[config.mk]
export PLATFORM = sky130hd
export DESIGN_NAME = team_06_pwm_out
export DESIGN_NICKNAME = d
export VERILOG_FILES = /design/src/rtl/team_06_audio_pkg.sv /design/src/rtl/team_06_sample_fifo.sv /design/src/rtl/team_06_pwm_out.sv
export SDC_FILE = /design/constraint.sdc
export NUM_CORES = 1
export LEC_CHECK = 0
export ABC_CLOCK_PERIOD_IN_PS = 3300
export BUFFER_PORTS_ARGS = -buffer_cell sky130_fd_sc_hd__buf_2
export CORE_ASPECT_RATIO = 1.2
export CORE_UTILIZATION = 40
export DETAILED_ROUTE_END_ITERATION = 6
export SLEW_MARGIN = 25
export SYNTH_ARGS = -nofsm -noshare
export SYNTH_HDL_FRONTEND = slang
export SYNTH_SLANG_ARGS = --single-unit
[constraint.sdc]
create_clock -name clk -period 3.3 [get_ports clk]
set_clock_uncertainty 0.1 [all_clocks]
set_input_delay 0.165 -clock clk [delete_from_list [all_inputs] [get_ports clk]]
set_output_delay 0.165 -clock clk [all_outputs]
set_load 0.05 [all_outputs]
[src/rtl/team_06_audio_pkg.sv]
// Shared types and constants for the team_06 audio effects chain.
// Imported by the PWM output stage and its sample FIFO.
package team_06_audio_pkg;

    typedef logic [7:0] sample_t;

    localparam int unsigned PWM_PERIOD = 255;
    localparam sample_t     SAMPLE_MID = 8'd128;

    // A WIDTH-bit sample maps onto a frame of 2^WIDTH-1 cycles.
    // This lets the full-scale code hold the pin high for the whole frame.
    function automatic int unsigned pwm_period(input int unsigned width);
        return (32'd1 << width) - 32'd1;
    endfunction

endpackage

[src/rtl/team_06_sample_fifo.sv]
// Synchronous sample FIFO with push, pop and flush; exposes occupancy, full and empty.
// DEPTH must be a power of two so the pointers wrap naturally.
module team_06_sample_fifo
    import team_06_audio_pkg::*;
#(
    parameter int unsigned DEPTH = 4,
    parameter int unsigned WIDTH = 8
) (
    input  logic                     clk,
    input  logic                     nrst,
    input  logic                     push,
    input  logic                     pop,
    input  logic                     flush,
    input  logic [WIDTH-1:0]         wdata,
    output logic [WIDTH-1:0]         rdata,
    output logic [$clog2(DEPTH):0]   level,
    output logic                     full,
    output logic                     empty
);

    localparam int unsigned AW = $clog2(DEPTH);
    localparam int unsigned LW = AW + 1;
    localparam logic [LW-1:0] FullLevel = DEPTH[LW-1:0];

    logic [WIDTH-1:0] mem_q [DEPTH];
    logic [WIDTH-1:0] mem_d [DEPTH];
    logic [AW-1:0]    wr_ptr_q, wr_ptr_d;
    logic [AW-1:0]    rd_ptr_q, rd_ptr_d;
    logic [LW-1:0]    level_q, level_d;
    logic             do_push, do_pop;

    assign full  = (level_q == FullLevel);
    assign empty = (level_q == '0);
    assign level = level_q;
    assign rdata = mem_q[rd_ptr_q];

    // Full is judged on the registered level, so a same-cycle pop never frees a slot.
    assign do_push = push && !full && !flush;
    assign do_pop  = pop && !empty && !flush;

    always_comb begin
        mem_d    = mem_q;
        wr_ptr_d = wr_ptr_q;
        rd_ptr_d = rd_ptr_q;
        level_d  = level_q;
        if (flush) begin
            wr_ptr_d = '0;
            rd_ptr_d = '0;
            level_d  = '0;
        end else begin
            if (do_push) begin
                mem_d[wr_ptr_q] = wdata;
                wr_ptr_d        = wr_ptr_q + AW'(1);
            end
            if (do_pop) begin
                rd_ptr_d = rd_ptr_q + AW'(1);
            end
            case ({do_push, do_pop})
                2'b10:   level_d = level_q + LW'(1);
                2'b01:   level_d = level_q - LW'(1);
                default: level_d = level_q;
            endcase
        end
    end

    always_ff @(posedge clk or negedge nrst) begin
        if (!nrst) begin
            for (int unsigned i = 0; i < DEPTH; i++) begin
                mem_q[i] <= '0;
            end
            wr_ptr_q <= '0;
            rd_ptr_q <= '0;
            level_q  <= '0;
        end else begin
            mem_q    <= mem_d;
            wr_ptr_q <= wr_ptr_d;
            rd_ptr_q <= rd_ptr_d;
            level_q  <= level_d;
        end
    end

endmodule

[src/rtl/team_06_pwm_out.sv]
// PWM output stage: buffers samples and renders each as one 2^WIDTH-1 cycle PWM frame.
// Define TEAM_06_PWM_UNDERRUN_CNT_EN to add the saturating underrun_cnt port.
module team_06_pwm_out
    import team_06_audio_pkg::*;
#(
    parameter int unsigned DEPTH = 4,
    parameter int unsigned WIDTH = 8
) (
    input  logic                   clk,
    input  logic                   nrst,
    input  logic                   en,
    input  logic [WIDTH-1:0]       sample_in,
    input  logic                   sample_valid,
    output logic                   sample_ready,
    output logic [$clog2(DEPTH):0] level,
    output logic                   pwm_out,
    output logic                   underrun
`ifdef TEAM_06_PWM_UNDERRUN_CNT_EN
    ,
    output logic [7:0]             underrun_cnt
`endif
);

    localparam int unsigned    Period  = pwm_period(WIDTH);
    localparam logic [WIDTH-1:0] CntLast = WIDTH'(Period - 1);

    logic [WIDTH-1:0] cnt_q, cnt_d;
    logic [WIDTH-1:0] duty_q, duty_d;
    logic             pwm_q, pwm_d;
    logic             underrun_q, underrun_d;

    logic             frame_end;
    logic             fifo_push, fifo_pop;
    logic             fifo_full, fifo_empty;
    logic [WIDTH-1:0] fifo_head;

    assign sample_ready = en && !fifo_full;
    assign fifo_push    = sample_valid && sample_ready;
    assign frame_end    = en && (cnt_q == CntLast);
    // A sample pushed on the boundary cycle is not visible yet; no bypass to duty.
    assign fifo_pop     = frame_end && !fifo_empty;

    team_06_sample_fifo #(
        .DEPTH (DEPTH),
        .WIDTH (WIDTH)
    ) u_fifo (
        .clk   (clk),
        .nrst  (nrst),
        .push  (fifo_push),
        .pop   (fifo_pop),
        .flush (!en),
        .wdata (sample_in),
        .rdata (fifo_head),
        .level (level),
        .full  (fifo_full),
        .empty (fifo_empty)
    );

    always_comb begin
        cnt_d      = '0;
        duty_d     = '0;
        pwm_d      = 1'b0;
        underrun_d = 1'b0;
        if (en) begin
            cnt_d      = frame_end ? '0 : cnt_q + WIDTH'(1);
            duty_d     = fifo_pop ? fifo_head : duty_q;
            pwm_d      = (cnt_q < duty_q);
            underrun_d = frame_end && fifo_empty;
        end
    end

    always_ff @(posedge clk or negedge nrst) begin
        if (!nrst) begin
            cnt_q      <= '0;
            duty_q     <= '0;
            pwm_q      <= 1'b0;
            underrun_q <= 1'b0;
        end else begin
            cnt_q      <= cnt_d;
            duty_q     <= duty_d;
            pwm_q      <= pwm_d;
            underrun_q <= underrun_d;
        end
    end

    assign pwm_out  = pwm_q;
    assign underrun = underrun_q;

`ifdef TEAM_06_PWM_UNDERRUN_CNT_EN
    // Cleared by reset only; dropping en leaves the history intact.
    logic [7:0] ucnt_q, ucnt_d;

    always_comb begin
        ucnt_d = ucnt_q;
        if (underrun_q && (ucnt_q != 8'hFF)) begin
            ucnt_d = ucnt_q + 8'd1;
        end
    end

    always_ff @(posedge clk or negedge nrst) begin
        if (!nrst) begin
            ucnt_q <= 8'd0;
        end else begin
            ucnt_q <= ucnt_d;
        end
    end

    assign underrun_cnt = ucnt_q;
`endif

endmodule

==> impl_metrics.yaml <==
critical_path:
  start_kind: "register"
  critPathMaxFanout: 11
  crit_type: "register to register"
  rrSetupSlack_ns: 0.74
  timing.rr.end: "u_fifo.level[2]"
  worst_path_max_delay_cell: "dfrtp_1"
  required_ns: 3.44
  worstPathCellList: "nor2_2, a211oi_4, buf_4, nor3_1, fa_1, o21bai_1, o41ai_1, nand2_1, a31oi_1"
  end_kind: "register"
  r2r-start: "u_fifo.level[0]"
  critPathMaxStageDelay_ns: 0.56
  ff2ff_path_depth: 9
  arrival_ns: 2.71
power_and_ir_drop:
  vdd_drop_max_mv: 0.328
  p_leak_nw: 1.49
  pwr_density_cell_nw_per_um2: 570
final_layout:
  n_antenna_cell: 0
  fill_cells: 653
  nets: 280
  stdcell_count: 346
  final_core_util: 0.476
  syn_to_final_growth_pct: 13.9
  layout-drive-gt1-share: 0.305
synth:
  syn_avg_cell_area_um2: 12.5
  synthesis.area_um2: 2880
  synth_fp_nets: 257
  synth_cell_types: 40
  synth_cells: 231
  ys_seq_area_frac: 0.495
  yosys_warnings: 0
  synth_seq_cells: 57
floorplan:
  die-area_um2: 7550
  start_util: 0.418
  die_w_um: 79.5
  rows: 33
  core-area_um2: 6900
  die_h_um: 95.0
  ioPinCount: 18
drt:
  antenna_left: 0
  vias: 1857
  drt_pass1_iterations: 4
  drcViolationCount: 0
  vias_per_cell: 5.37
  wl_per_cell_um: 15.4
  drtIter0Drc: 60
  wl_mm: 5.33
global_route:
  grt_usage: 0.163
  grt_pass1_wl_mm: 9.14
  grt_overflow: 0
  antenna_found_initial: 0
  grt_max_degree: 42
  grt_pass1_vias: 1860
clock_tree:
  clock_path_buffers: 2
  insertion_delay_ns: 0.32
  cts.sinks: 57
  cts_root_buf: "clkbuf_8"
  htreeDepth: 3
  clk_pin_slew_ns: 0.07
  cts_made_buffers: 9
  cts_tree: "yes"
  postCtsSetupBuffers: 0
sta:
  fin_setup_tns_ns: 0
  setup_violations: 0
  postLayoutSetupSlackWorst_ns: 0.736
  drv_slew: 0
  worstMarginPinSlew_ns: 0.619
  slew_headroom: 0.587
  finalCriticalPeriod_ns: 2.56
  fmax_mhz: 390
  holdWs_ns: 0.0175
  rsz0062_at_grt: "no"
  min_period_over_period: 0.777
  finalHoldViolCount: 0
placement:
  portBuffers: 17
  dpl.cell_count: 328
  gp_congestion: 0.786
  dp.final_hpwl_mm: 3.63
  detailedPlace.worstSlack_ns: 0.763
min_path:
  min-delay-start: "sample_in[7]"
  whs_path_depth: 2
  hold_end: "u_fifo.mem_q[31]"
  hp-class: "input pin to register"
outcome:
  status: "completed"
flow_run:
  drv_cap: 0
[report_power, final]
part / internal, mW / switching (mW) / leakage (nW)
Combinational: 0.174 / 0.113 / 0.643
Clock: 0.410 / 0.263 / 0.107
Sequential: 0.835 / 0.0753 / 0.739
Total: 1.42 / 0.451 / 1.49
[state kept, by name, indices dropped and copies added (netlist names)]
signal / count
u_fifo.mem_q: 32
underrun: 1
u_fifo.level: 3
duty_q: 8
u_fifo.rd_ptr_q: 2
pwm_out: 1
u_fifo.wr_ptr_q: 2
cnt_q: 8
[final cells by class]
cell class | count | area (µm²) | share of cell area
inverters | 13 | 48.8 | 0.0149
clock inverters | 2 | 35.0 | 0.0107
multi-input cells | 151 | 1360 | 0.415
repair buffers | 22 | 130 | 0.0396
well taps | 87 | 109 | 0.0331
flip-flops and latches | 57 | 1430 | 0.434
clock buffers | 14 | 173 | 0.0526
[routing by layer]
metal  routed length, µm  GRT usage  share of wire
met5                   0          0              0
met4                  85     0.0773          0.016
met3                 125     0.0319          0.023
met2                2640      0.262           0.50
met1                2480      0.210           0.46
[cell usage after synthesis (all sizes together)]
cell type  count  area (µm²)
xor2           6        52.6
or3            1        6.26
mux4           8         180
nand4          3        18.8
nand2         22         113
o211ai         3        22.5
and4           2        17.5
nor3           3        15.0
buf            8        42.5
ha            13         163
a32o           1        10.0
a211o          1        8.76
nand3          4        20.0
inv           13        48.8
mux2i          2        20.0
o41ai          2        17.5
a21oi          5        25.0
nor2b          1        6.26
o21ai          4        20.0
nor3b          1        7.51
and3           2        12.5
nor4           2        12.5
a31oi          4        25.0
fa             1        20.0
a211oi         1        20.0
xnor2          3        26.3
nor2          12        47.6
mux2          32         375
o31ai          9        67.6
dfrtp         57        1430
clkbuf         2        7.51
a41o           2        20.0
o21bai         1        7.51
[through the flow]
| stage | power (mW) | area, µm² |
|---|---|---|
| final | 1.87 | 3280 |
| after floorplan | 1.13 | 2880 |
| after global routing | 1.96 | 3280 |
| after detailed placement | 1.21 | 3050 |
| after CTS | 1.89 | 3280 |
| after global placement | 1.20 | 3050 |
[worst max-delay path: cells and delay by family, from the launching register on]
| family | cells | cell delay (ns) |
|---|---|---|
| AO/OA/AOI/OAI | 4 | 0.83 |
| AND/OR/NAND/NOR | 3 | 0.31 |
| buffers and inverters | 1 | 0.23 |
| adder cells (fa/ha/maj) | 1 | 0.45 |
| flip-flops | 1 | 0.56 |
[cell usage in the layout, fill, tap and decap left out, drive strengths merged, types with 3 or more instances in the layout]
cell	instances
buf	20
nor2	12
a21oi	5
inv	13
o21ai	4
ha	13
nand4	3
nand2	22
xor2	6
nand3	4
a31oi	4
o211ai	3
xnor2	3
clkbuf	14
o31ai	9
nor3	3
mux2	32
dfrtp	57
mux4	8
[worst max-delay path by stage]
stage,endpoint,depth (start not counted),slack (ns),start
3_3_place_gp,u_fifo.level[2],9,0.81,u_fifo.level[0]
3_5_place_dp,u_fifo.level[2],9,0.76,u_fifo.level[0]
5_1_grt,u_fifo.level[2],9,0.45,u_fifo.level[0]
4_1_cts,u_fifo.level[2],9,0.74,u_fifo.level[0]
6_report,u_fifo.level[2],9,0.74,u_fifo.level[0]
2_1_floorplan,u_fifo.level[2],9,0.45,u_fifo.level[0]
[timing repair]
item	CTS	global route
endpoints found under the hold margin	41	0
hold buffers	2	0
endpoints found under the setup margin	0	0
resized for setup	0	0
[kinds of logic (layout without fill, tap and decap cells)]
| logic type | after synthesis | count (layout) | synth area share |
|---|---|---|---|
| AOI/OAI and AO/OA | 33 | 33 | 0.0846 |
| xor gates and xnor gates | 9 | 9 | 0.0273 |
| adders and majority gates | 14 | 14 | 0.0634 |
| buffers and inverters | 23 | 51 | 0.0343 |
| DFF | 57 | 57 | 0.495 |
| muxes | 42 | 42 | 0.200 |
| and+or+nand+nor | 53 | 53 | 0.0959 |
No activity file was read; power rests on OpenSTA's default activity.
